$ cat config.mk
export PLATFORM = sky130hd
export DESIGN_NAME = multicycle_ctrl_fsm
export DESIGN_NICKNAME = d
export VERILOG_FILES = /design/src/rtl/riscv_ctrl_pkg.sv /design/src/rtl/mem_wait_timer.sv /design/src/rtl/multicycle_ctrl_fsm.sv
export SDC_FILE = /design/constraint.sdc
export NUM_CORES = 1
export LEC_CHECK = 0
export CAP_MARGIN = 40
export CELL_PAD_IN_SITES_DETAIL_PLACEMENT = 1
export CELL_PAD_IN_SITES_GLOBAL_PLACEMENT = 2
export CORE_MARGIN = 2
export CORE_UTILIZATION = 26
export CTS_CLUSTER_DIAMETER = 200
export DETAILED_ROUTE_END_ITERATION = 8
export GPL_TIMING_DRIVEN = 1
export PLACE_DENSITY_LB_ADDON = 0.12
export SLEW_MARGIN = 20
export SYNTH_ARGS = -nofsm -noshare
export SYNTH_HDL_FRONTEND = slang
export SYNTH_SLANG_ARGS = --single-unit
$ cat constraint.sdc
create_clock -name clk -period 1.9 [get_ports clk]
set_input_delay 0.475 -clock clk [delete_from_list [all_inputs] [get_ports clk]]
set_output_delay 0.475 -clock clk [all_outputs]
set_load 0.01 [all_outputs]
$ cat src/rtl/riscv_ctrl_pkg.sv
// riscv_ctrl_pkg
// Shared constants for the RV32 subset (R-type, lw, sw, beq) multicycle
// controller, ALU control and datapath: major opcodes, controller state
// encodings and the ALU operand/operation select codes.
// No ports (package).
package riscv_ctrl_pkg;

    // Major opcodes, IR[6:0]
    localparam logic [6:0] OP_R   = 7'b0110011;
    localparam logic [6:0] OP_LW  = 7'b0000011;
    localparam logic [6:0] OP_SW  = 7'b0100011;
    localparam logic [6:0] OP_BEQ = 7'b1100011;

    // ALU operation requests handed to ALU control
    localparam logic [1:0] ALU_OP_ADD   = 2'b00;
    localparam logic [1:0] ALU_OP_SUB   = 2'b01;
    localparam logic [1:0] ALU_OP_FUNCT = 2'b10;

    // ALU operand B selects
    localparam logic [1:0] ALUB_RS2  = 2'b00;
    localparam logic [1:0] ALUB_FOUR = 2'b01;
    localparam logic [1:0] ALUB_IMM  = 2'b10;

    // Controller states; the encoding is visible on the debug port
    typedef enum logic [3:0] {
        ST_FETCH    = 4'd0,
        ST_DECODE   = 4'd1,
        ST_EXEC_R   = 4'd2,
        ST_WB_R     = 4'd3,
        ST_MEM_ADDR = 4'd4,
        ST_MEM_RD   = 4'd5,
        ST_WB_MEM   = 4'd6,
        ST_MEM_WR   = 4'd7,
        ST_BRANCH   = 4'd8,
        ST_ERROR    = 4'd9
    } ctrlState_t;

    // States that hold a memory request open
    function automatic logic isMemState(input ctrlState_t s);
        return (s == ST_FETCH) || (s == ST_MEM_RD) || (s == ST_MEM_WR);
    endfunction

endpackage

$ cat src/rtl/mem_wait_timer.sv
// mem_wait_timer
// Counts cycles a memory request has been waiting for ready and flags the
// cycle on which the wait budget runs out.
// Ports:
//   clk      in   clock, rising edge
//   rst_n    in   async reset, active-low
//   clear    in   restart the count (no request open, or request completing)
//   enable   in   request open and memory not ready this cycle
//   timeout  out  this is the WAIT_MAX-th consecutive unanswered cycle
module mem_wait_timer #(
    parameter int WAIT_MAX = 15
) (
    input  logic clk,
    input  logic rst_n,
    input  logic clear,
    input  logic enable,
    output logic timeout
);

    localparam int CW = $clog2(WAIT_MAX + 1);

    logic [CW-1:0] waitCount;

    // The count holds the number of unanswered cycles already spent, so the
    // current cycle is the last one allowed when it equals WAIT_MAX-1.
    assign timeout = enable && (waitCount == CW'(WAIT_MAX - 1));

    // Clear has priority; the controller never asserts both at once.
    always_ff @(posedge clk or negedge rst_n) begin
        if (!rst_n) begin
            waitCount <= '0;
        end else if (clear) begin
            waitCount <= '0;
        end else if (enable) begin
            waitCount <= waitCount + CW'(1);
        end
    end

endmodule

$ cat src/rtl/multicycle_ctrl_fsm.sv
// multicycle_ctrl_fsm
// Moore sequencer for the multicycle RV32 subset datapath (R-type, lw, sw,
// beq) sharing one ALU and one memory port. Steps each instruction through
// fetch/decode/execute/memory/write-back, drives the datapath selects and
// the memory request, and parks in a sticky ERROR state on an unsupported
// opcode or a memory wait that exceeds WAIT_MAX cycles.
// Ports:
//   clk, rst_n            clock (rising) and async active-low reset
//   opcode                IR[6:0], looked at only in DECODE and MEM_ADDR
//   mem_ready             memory completes the open request this cycle
//   pc_write, branch      unconditional / zero-qualified PC load
//   pc_src                0 = ALU result, 1 = ALUOut
//   ir_write              load IR from memory read data
//   i_or_d                memory address 0 = PC, 1 = ALUOut
//   mem_req, mem_we       memory request and its write qualifier
//   mem_to_reg, reg_write register write data select and enable
//   alu_src_a, alu_src_b  ALU operand selects
//   alu_op                ALU operation request
//   illegal, timeout_err  sticky error flags
//   state_o               current state encoding (debug)
//   retired               completed instruction count, wraps
module multicycle_ctrl_fsm
    import riscv_ctrl_pkg::*;
#(
    parameter int WAIT_MAX = 15,
    parameter int CNT_W    = 32
) (
    input  logic             clk,
    input  logic             rst_n,
    input  logic [6:0]       opcode,
    input  logic             mem_ready,
    output logic             pc_write,
    output logic             branch,
    output logic             pc_src,
    output logic             ir_write,
    output logic             i_or_d,
    output logic             mem_req,
    output logic             mem_we,
    output logic             mem_to_reg,
    output logic             reg_write,
    output logic             alu_src_a,
    output logic [1:0]       alu_src_b,
    output logic [1:0]       alu_op,
    output logic             illegal,
    output logic             timeout_err,
    output logic [3:0]       state_o,
    output logic [CNT_W-1:0] retired
);

    ctrlState_t state;
    logic       memPhase;
    logic       timerClear;
    logic       timerEnable;
    logic       memTimeout;

    assign memPhase    = isMemState(state);
    assign timerEnable = memPhase & ~mem_ready;
    assign timerClear  = ~memPhase | mem_ready;
    assign state_o     = state;

    mem_wait_timer #(
        .WAIT_MAX (WAIT_MAX)
    ) uWaitTimer (
        .clk     (clk),
        .rst_n   (rst_n),
        .clear   (timerClear),
        .enable  (timerEnable),
        .timeout (memTimeout)
    );

    // Datapath controls decoded from the state register. Reset itself lands
    // in FETCH, so the memory request and the fetch-completion strobes are
    // qualified by rst_n: an access aborted by reset drops its request at
    // once and no IR or PC update can slip out while reset is held.
    always_comb begin
        pc_write   = 1'b0;
        branch     = 1'b0;
        pc_src     = 1'b0;
        ir_write   = 1'b0;
        i_or_d     = 1'b0;
        mem_req    = 1'b0;
        mem_we     = 1'b0;
        mem_to_reg = 1'b0;
        reg_write  = 1'b0;
        alu_src_a  = 1'b0;
        alu_src_b  = ALUB_RS2;
        alu_op     = ALU_OP_ADD;
        case (state)
            ST_FETCH: begin
                mem_req   = rst_n;
                alu_src_b = ALUB_FOUR;
                ir_write  = rst_n & mem_ready;
                pc_write  = rst_n & mem_ready;
            end
            ST_DECODE: begin
                alu_src_b = ALUB_IMM;
            end
            ST_EXEC_R: begin
                alu_src_a = 1'b1;
                alu_op    = ALU_OP_FUNCT;
            end
            ST_WB_R: begin
                reg_write = 1'b1;
            end
            ST_MEM_ADDR: begin
                alu_src_a = 1'b1;
                alu_src_b = ALUB_IMM;
            end
            ST_MEM_RD: begin
                mem_req = rst_n;
                i_or_d  = 1'b1;
            end
            ST_WB_MEM: begin
                reg_write  = 1'b1;
                mem_to_reg = 1'b1;
            end
            ST_MEM_WR: begin
                mem_req = rst_n;
                mem_we  = rst_n;
                i_or_d  = 1'b1;
            end
            ST_BRANCH: begin
                alu_src_a = 1'b1;
                alu_op    = ALU_OP_SUB;
                branch    = 1'b1;
                pc_src    = 1'b1;
            end
            default: begin
            end
        endcase
    end

    // State sequencing, retired-instruction count and sticky error flags.
    // A memory state leaves on mem_ready even in the cycle the wait budget
    // expires; only an unanswered final cycle diverts to ERROR.
    always_ff @(posedge clk or negedge rst_n) begin
        if (!rst_n) begin
            state       <= ST_FETCH;
            retired     <= '0;
            illegal     <= 1'b0;
            timeout_err <= 1'b0;
        end else begin
            case (state)
                ST_FETCH: begin
                    if (mem_ready) begin
                        state <= ST_DECODE;
                    end else if (memTimeout) begin
                        state       <= ST_ERROR;
                        timeout_err <= 1'b1;
                    end
                end
                ST_DECODE: begin
                    if (opcode == OP_R) begin
                        state <= ST_EXEC_R;
                    end else if ((opcode == OP_LW) || (opcode == OP_SW)) begin
                        state <= ST_MEM_ADDR;
                    end else if (opcode == OP_BEQ) begin
                        state <= ST_BRANCH;
                    end else begin
                        state   <= ST_ERROR;
                        illegal <= 1'b1;
                    end
                end
                ST_EXEC_R: begin
                    state <= ST_WB_R;
                end
                ST_WB_R: begin
                    state   <= ST_FETCH;
                    retired <= retired + CNT_W'(1);
                end
                // Opcode is looked at again here; anything other than a load
                // or store at this point is treated as illegal.
                ST_MEM_ADDR: begin
                    if (opcode == OP_LW) begin
                        state <= ST_MEM_RD;
                    end else if (opcode == OP_SW) begin
                        state <= ST_MEM_WR;
                    end else begin
                        state   <= ST_ERROR;
                        illegal <= 1'b1;
                    end
                end
                ST_MEM_RD: begin
                    if (mem_ready) begin
                        state <= ST_WB_MEM;
                    end else if (memTimeout) begin
                        state       <= ST_ERROR;
                        timeout_err <= 1'b1;
                    end
                end
                ST_WB_MEM: begin
                    state   <= ST_FETCH;
                    retired <= retired + CNT_W'(1);
                end
                ST_MEM_WR: begin
                    if (mem_ready) begin
                        state   <= ST_FETCH;
                        retired <= retired + CNT_W'(1);
                    end else if (memTimeout) begin
                        state       <= ST_ERROR;
                        timeout_err <= 1'b1;
                    end
                end
                ST_BRANCH: begin
                    state   <= ST_FETCH;
                    retired <= retired + CNT_W'(1);
                end
                ST_ERROR: begin
                    state <= ST_ERROR;
                end
                default: begin
                    state <= ST_ERROR;
                end
            endcase
        end
    end

endmodule

Word level (Yosys, flattened, before mapping)

Index checks and enable logic that the tools add are counted.

Register bits: 42
Logic and storage cells: 78

Add/sub/neg operators: 2
Reduce and logical (&&, ||, !) cells: 17
Bitwise operators: 5
Equal/unequal tests: 19
Multiplexer cells: 30

Operators with widths:

| operator                | count |
|---|---|
| $pmux W32 S2            | 1 |
| $mux W4                 | 10 |
| $add A32 B1 Y32 const B | 1 |
| $mux W32                | 1 |
| $pmux W4 S7             | 1 |
| $eq A4 B3 Y1 const B    | 4 |
| $eq A7 B6 Y1 const B    | 2 |
| $mux W1                 | 14 |
| $ne A2 B2 Y1 const B    | 6 |
| $reduce_or A3 Y1        | 3 |
| $eq A4 B2 Y1 const B    | 2 |
| $eq A4 B4 Y1 const B    | 2 |
| $pmux W2 S2             | 2 |
| $eq A7 B2 Y1 const B    | 1 |
| $eq A7 B7 Y1 const B    | 1 |
| $reduce_and A6 Y1       | 1 |
| $reduce_bool A2 Y1      | 3 |
| $reduce_or A2 Y1        | 3 |
| $add A4 B1 Y4 const B   | 1 |
| $eq A4 B1 Y1 const B    | 1 |
| $logic_not A4 Y1        | 1 |
| $logic_or A1 B1 Y1      | 3 |
| $reduce_and A3 Y1       | 1 |
| $and A1 B1 Y1           | 2 |
| 5 further kinds         | 6 |

Depth between registers and ports, before layout

Gate-level depths: netlist of the first run.

Depth after elaboration: 8
Mapped depth: 7
Mapped depth without buffers: 7

Hierarchy

From an unflattened synthesis of the first run, not the netlist that was laid out.

Cells, all modules: 243
Area, all modules: 2388.5 sq um

By module, submodules not included:

| module              | seq. area each (sq um) | cells each | area each (sq um) | times used |
|---|---|---|---|---|
| multicycle_ctrl_fsm | 950.9                  | 223        | 2165.8            | 1 |
| mem_wait_timer      | 100.1                  | 20         | 222.7             | 1 |

Worst setup path after synthesis of the first run

OpenSTA, ideal clock, no wires.

Path kind: register to output
Start point: register state[0], in the netlist state_o[0]
End point: output pc_write
Required time: 1.425 ns
Cell stages (with the launch flop): 6
Data arrival time: 1.672 ns
Setup slack: -0.247 ns
Cell sequence: dfrtp_1 > buf_6 > clkbuf_1 > nor4_1 > and3_1 > buf_4

Word-level cells in the longest chain between the ends: 2

RTL lines:

| item                   | RTL line                   | RTL |
|---|---|---|
| from (decl)            | multicycle_ctrl_fsm.sv:50  | `ctrlState_t state;` |
| from (signal assigned) | multicycle_ctrl_fsm.sv:138 | `state <= ST_FETCH;` |
| from (signal assigned) | multicycle_ctrl_fsm.sv:146 | `state <= ST_DECODE;` |
| from (signal assigned) | multicycle_ctrl_fsm.sv:148 | `state <= ST_ERROR;` |
| $logic_not A4 Y1       | --                         |  |
| $mux W1                | --                         |  |
| to (decl)              | multicycle_ctrl_fsm.sv:32  | `output logic pc_write,` |

Every way passes these cells.

Final worst setup path of the first run

Start point: input mem_ready
End point: register retired[30]

Word-level cells in the longest chain between the ends: 2

RTL lines:

| item                        | RTL line                   | RTL |
|---|---|---|
| from (decl)                 | multicycle_ctrl_fsm.sv:31  | `input logic mem_ready,` |
| $ne A2 B2 Y1 (no line)      | --                         |  |
| $reduce_and A2 Y1 (no line) | --                         |  |
| to (signal assigned)        | multicycle_ctrl_fsm.sv:169 | `retired <= retired + CNT_W'(1);` |
| to (signal assigned)        | multicycle_ctrl_fsm.sv:193 | `retired <= retired + CNT_W'(1);` |
| to (signal assigned)        | multicycle_ctrl_fsm.sv:198 | `retired <= retired + CNT_W'(1);` |
| to (decl)                   | multicycle_ctrl_fsm.sv:47  | `output logic [CNT_W-1:0] retired` |

Every way passes these cells.
A chain may end at the register's enable or synchronous reset.

==> flow_summary.yaml, run 1 <==
critical_path:
  crit_path_max_fanout: 7
  cp-end-kind: "register"
  reg2regPathDepth: 8
  worstPathCellList: "clkdlybuf4s50_1, and3b_1, or3_4, a2111oi_4, buf_6, nand4_1, xnor2_1"
  cpMaxStageDelayCell: "clkdlybuf4s50_1"
  startpoint_type: "input port"
  cp_slowest_stage_delay_ns: 0.47
  cp_data_required_time_ns: 2.09
  cp.arrival_ns: 2.30
  critPathKind: "in2reg"
sta:
  slew_viol_final: 0
  timing.slew.headroom_pct: 67.3
  setup_ws_ns: -0.209
  setup_violations: 34
  clock_skew_ns: 0.0141
  fmax_mhz: 474
  rsz0062_at_grt: "true"
  worst_pin_slew_ns: 0.486
  min_period_ns: 2.11
  period_share_pct: 111
  fin_hold_ws_ns: 0.177
  final_hold_viol_count: 0
placement:
  dpl.hpwl_mm: 4.54
  dp_slack_ns: -0.545
  numPortBuffers: 61
  gp_congestion: 0.752
  dpl_cell_area_mm2: 0.00317
yosys:
  yosys.area.top_type: "dfrtp_1"
  ys.flop_type: "dfrtp_1"
  syn_inst: 226
  synth_edf_count: 0
  syn_area_mm2: 0.00222
  netlist-cell-type-count: 37
  yosysSeqAreaShare_pct: 47.2
  yosys_warnings: 0
  syn_area_per_cell_um2: 9.84
  synthArstFlopShare_pct: 100
  synth_area_leaders: "dfrtp_1 (47%), xnor2_1 (11%), nand3_1 (4.5%)"
  synth.net_count: 239
  synth_top_area_share_pct: 47.2
  ys_ff_latch: 42
finish:
  final_cell_mix: "buf_4 (46), clkdlybuf4s50_1 (43), dfrtp_1 (40), xnor2_1 (24), nand2_1 (19)"
  areaGrowthSynthToFinish_pct: 66.6
  final_cell_area_mm2: 0.00371
  nets: 356
  layout_commonest_cell: "buf_4"
  drive_above_1_share_pct: 36.3
  post-route-util_pct: 44.9
  diodes: 0
global_routing:
  globalRouteOverflowTotal: 0
  antenna_found_initial: 0
  first_global_vias: 2130
  grt_max_degree: 37
  grtUsageTotal_pct: 15.3
  grt_pass1_wl_mm: 10.9
detailed_routing:
  num_vias: 2077
  dr.pass1.iters: 4
  wl_met3_um: 226
  post_drt_via_cell_ratio: 4.63
  wl_mm: 6.58
  routedWlPerCell_um: 14.7
  wl_met1_mm: 3.29
  drt_iter0_markers: 50
  dr_wl_met2_mm: 3.00
  routed.top_layer: "met4"
  drc: 0
  ant_nets: 0
clock_network:
  htreeDepth: 2
  root_buffer: "clkbuf_8"
  clk_latency_ns: 0.30
  numCtsBuffers: 5
  clk_pin_slew_ns: 0.09
  cts.sinks: 42
  cts_tree: "built"
  clk_path_buf_depth: 2
die:
  core_area_mm2: 0.00826
  die_x_um: 96.5
  io_pins: 62
  initial_core_util_pct: 26.9
  die_area_mm2: 0.00931
  rows: 33
  die_y_um: 96.5
status:
  status: "finished with violations"
  violations: "setup timing"
power:
  power_density_mw_per_mm2: 907
  worst_ir_drop_vdd_mv: 0.560
  total_power_mw: 3.36
  leakagePower_nw: 1.59
min_path:
  hold_path.class: "in2async"
job:
  maxCapViolations: 0
[state kept, by name, summed over array words and instances (netlist names)]
name / cells
retired: 32
illegal: 1
uWaitTimer.waitCount: 4
timeout_err: 1
state_o: 4
[final timing paths]
kind                                          from                                 to  slack [ns]
max reg2reg                   state_o[0]$_DFF_PN0_            retired[30]$_DFFE_PN0P_       -0.21
max in group asynchronous                    rst_n             retired[3]$_DFFE_PN0P_        1.20
min in group clk           timeout_err$_DFFE_PN0P_            timeout_err$_DFFE_PN0P_        0.48
max                                      mem_ready            retired[30]$_DFFE_PN0P_       -0.21
min reg2reg                timeout_err$_DFFE_PN0P_            timeout_err$_DFFE_PN0P_        0.48
min                                          rst_n  uWaitTimer.waitCount[3]$_DFF_PN0_        0.18
[metrics by stage]
step	TNS, ns	instances
2_1_floorplan	-0.151	226
3_5_place_dp	-14.81	412
4_1_cts	-3.75	443
5_1_grt	-7.90	449
6_report	-3.82	449
3_3_place_gp	-14.36	412
[Yosys cell counts (all sizes together) (2+ instances only)]
master / n
o21ai: 9
nand3: 20
nor4b: 3
nor3: 9
xnor2: 29
inv: 7
nand2: 26
nand4: 9
clkbuf: 5
nand2b: 2
a21oi: 4
buf: 7
and3: 8
and4: 3
nor2: 15
ha: 3
nor4: 3
or3: 2
dfrtp: 42
xor2: 6
a2111oi: 2
[layout make-up]
class	count	area [µm²]
Tap cell	105	131
Inverter	7	26.3
Sequential cell	42	1050
Timing Repair Buffer	122	1120
Clock buffer	6	72.6
Multi-Input combinational cell	165	1290
Clock inverter	2	13.8
Fill cell	944	4550
[metal layers]
| metal | vias up | GRT usage [%] |
|---|---|---|
| li1 | 1018 | - |
| met1 | 1013 | 22.0 |
| met5 | - | 0 |
| met2 | 39 | 23.9 |
| met3 | 7 | 3.18 |
| met4 | 0 | 2.82 |
[worst max-delay path, delay by kind of cell]
kind	cells	cell delay [ns]
AND/OR/NAND/NOR	3	0.69
buffers and inverters	2	0.67
AO/OA/AOI/OAI	1	0.32
XOR/XNOR	1	0.14
[where the power goes]
group	leakage (nW)	switching (mW)	internal [mW]	total, mW
clock network	0.0452	0.325	0.260	0.585
logic	0.992	0.744	0.952	1.70
registers	0.548	0.0961	0.985	1.08
total	1.59	1.17	2.20	3.36
[cell families after synthesis]
family | after synthesis | share of synthesized area (%)
and+or+nand+nor | 105 | 24.9
DFF | 42 | 47.2
xor gates and xnor gates | 35 | 13.8
AOI/OAI and AO/OA | 20 | 7.26
buffers and inverters | 19 | 4.22
adders and majority gates | 4 | 2.14
muxes | 1 | 0.506
[repair_timing]
| item | 4_1_cts | 5_1_grt |
|---|---|---|
| buffers inserted | 21 | 6 |
| gates resized for setup | 93 | 28 |
| cloned | 2 | 0 |
| endpoints found under the setup margin | 45 | 48 |
| hold buffers | 0 | 0 |
| pin swaps | 19 | 19 |
Note: power is estimated with default switching activity, not from simulation.
==> inputs of run 2 (changes only) <==
--- a/config.mk
+++ b/config.mk
@@ -8,12 +8,13 @@
 export CAP_MARGIN = 40
 export CELL_PAD_IN_SITES_DETAIL_PLACEMENT = 1
 export CELL_PAD_IN_SITES_GLOBAL_PLACEMENT = 2
+export CORE_ASPECT_RATIO = 1.1
 export CORE_MARGIN = 2
 export CORE_UTILIZATION = 26
 export CTS_CLUSTER_DIAMETER = 200
 export DETAILED_ROUTE_END_ITERATION = 8
 export GPL_TIMING_DRIVEN = 1
-export PLACE_DENSITY_LB_ADDON = 0.12
+export PLACE_DENSITY_LB_ADDON = 0.1
 export SLEW_MARGIN = 20
 export SYNTH_ARGS = -nofsm -noshare
 export SYNTH_HDL_FRONTEND = slang
==> run 2 against run 1 <==
Effect of this change:
- the run still ends with setup timing left
- clock skew fell by 0.0087 ns
- combinational power barely moved
- first-iteration DRC count fell by 24%
- die area barely moved
- clock-buffer cell count did not move
- routed wire length rose by 7.9%
- cell area rose by 4.8%
- maximum frequency fell by 3.9%
- critical path depth rose by 1
- sequential power barely moved
- critical path type is now reg2reg
- critical endpoint is now retired[23]$_DFFE_PN0P_
- highest routed layer unchanged
==> flow_summary.yaml, run 2 (synthesized netlist as in run 1, its figures left out) <==
placement:
  dpl.hpwl_mm: 4.72
  gp_congestion: 0.763
  placed_cells: 424
  numPortBuffers: 61
power:
  power.switching_mw: 1.17
  worst_ir_drop_vdd_mv: 0.467
  power.share.clock_pct: 21.0
  power_density_mw_per_mm2: 897
  seq_power_share_pct: 30.5
  combPwrFrac_pct: 48.5
  internal_power_mw: 2.31
  leakagePower_nw: 1.72
  switching_share_pct: 33.6
sta:
  tns_ns: -6.73
  slew_viol_final: 0
  rsz0062_at_grt: "true"
  min_period_ns: 2.19
  setup_violations: 46
  timing.slew.headroom_pct: 62.6
  fmax_mhz: 456
  setup_ws_ns: -0.294
  period_share_pct: 115
  final_hold_viol_count: 0
  clock_skew_ns: 0.00537
  worst_pin_slew_ns: 0.560
detailed_routing:
  drt_iter0_markers: 38
  post_drt_via_cell_ratio: 4.67
  drc: 0
  wl_mm: 7.11
  routedWlPerCell_um: 15.4
  dr.pass1.iters: 4
  num_vias: 2148
  ant_nets: 0
global_routing:
  grt_max_degree: 42
  globalRouteOverflowTotal: 0
  grt_pass1_wl_mm: 11.0
  first_global_vias: 2230
  antenna_found_initial: 0
  grtUsageTotal_pct: 15.0
finish:
  regMostFlops: "retired"
  instances_no_fill: 460
  areaGrowthSynthToFinish_pct: 74.5
  nets: 362
  diodes: 0
  drive_above_1_share_pct: 37.0
  post-route-util_pct: 46.4
  layout_commonest_cell: "buf_4"
  final_cell_mix: "buf_4 (43), dfrtp_1 (42), clkdlybuf4s50_1 (42), buf_6 (27), xnor2_1 (25)"
  largest_reg_flops: 32
  multiInputGateArea_mm2: 0.00135
  fillCellCount: 946
  seqCellArea_mm2: 0.00105
die:
  io_pins: 62
  initial_core_util_pct: 26.6
  die_x_um: 92.2
  die_y_um: 101
  rows: 35
  die_area_mm2: 0.00931
  core_area_mm2: 0.00836
status:
  status: "finished with violations"
  violations: "setup timing"
critical_path:
  cp_slowest_stage_delay_ns: 0.47
  crit_top_cell: "buf_6"
  worstPathCellList: "buf_6, buf_6, and3b_1, or3_4, a2111o_1, buf_6, nor3_4, xor2_1"
  critPathKind: "reg2reg"
  cpMaxStageDelayCell: "a2111o_1"
  cp-end-kind: "register"
  cp.arrival_ns: 2.41
  crit_path_max_fanout: 6
  cp_data_required_time_ns: 2.12
  startpoint_type: "register"
clock_network:
  htreeDepth: 2
  numCtsBuffers: 5
  cts.sinks: 42
  root_buffer: "clkbuf_8"
  clk_path_buf_depth: 2
  cts_tree: "built"
  clk_pin_slew_ns: 0.08
  clk_latency_ns: 0.30
min_path:
  hold_path.class: "in2async"
job:
  maxCapViolations: 0
-- run 2: power groups by stage --
stage,clock network [mW],registers [mW],logic [mW]
CTS,0.760,1.06,1.35
global placement,0,1.07,1.19
floorplan,0,1.14,0.503
global route,0.794,1.08,1.83
finish,0.731,1.06,1.69
detailed placement,0,1.07,1.20
-- run 2: cell type report --
class / instances / share of cell area [%]
inverters: 7 / 0.677
well taps: 111 / 3.58
flip-flops and latches: 42 / 27.1
clock buffers: 6 / 2.13
multi-input cells: 165 / 34.9
clock inverters: 1 / 0.773
repair buffers: 128 / 30.9
-- run 2: worst max-delay path: cells and delay by family (launching register included) --
family | cells | cell delay (ns)
compound gates | 1 | 0.47
simple gates | 3 | 0.71
xor+xnor | 1 | 0.16
buf+inv | 3 | 0.39
flops | 1 | 0.39
-- run 2: timing repair --
action	CTS	global route
hold endpoints to repair	1	0
pin swaps	19	42
endpoints found under the setup margin	45	47
gates cloned	1	1
gates resized for setup	81	58
hold buffers	1	0
buffers inserted	9	17
-- run 2: path summary, 6_finish.rpt --
check | slack, ns | from | cells past startpoint | end
worst max-delay path | -0.29 | state_o[0]$_DFF_PN0_ | 8 | retired[23]$_DFFE_PN0P_
worst min-delay path | 0.35 | rst_n | 2 | retired[3]$_DFFE_PN0P_
worst max register to register | -0.29 | state_o[0]$_DFF_PN0_ | 8 | retired[23]$_DFFE_PN0P_
worst min register to register | 0.48 | illegal$_DFFE_PN0P_ | 1 | illegal$_DFFE_PN0P_
max in group asynchronous | 1.17 | rst_n | 2 | illegal$_DFFE_PN0P_
min in group clk | 0.48 | illegal$_DFFE_PN0P_ | 1 | illegal$_DFFE_PN0P_
-- run 2: per-layer routing --
| metal | up-vias | routed length, µm | track usage (%) |
|---|---|---|---|
| met1 | 1087 | 3130 | 19.2 |
| met3 | 6 | 179 | 2.47 |
| met2 | 34 | 3700 | 25.6 |
| met4 | 0 | 97 | 5.17 |
| li1 | 1021 | - | - |
| met5 | - | 0 | 0 |
-- run 2: stage by stage --
step	power [mW]	hold slack, ns	instance area [µm²]	setup slack (ns)
final	3.48	0.347	3880	-0.294
after global routing	3.70	0.389	3880	-0.405
after CTS	3.17	0.366	3480	-0.291
after detailed placement	2.27	0.300	3210	-0.635
after global placement	2.26	0.304	3210	-0.600
after floorplan	1.64	0.179	2250	-0.0342
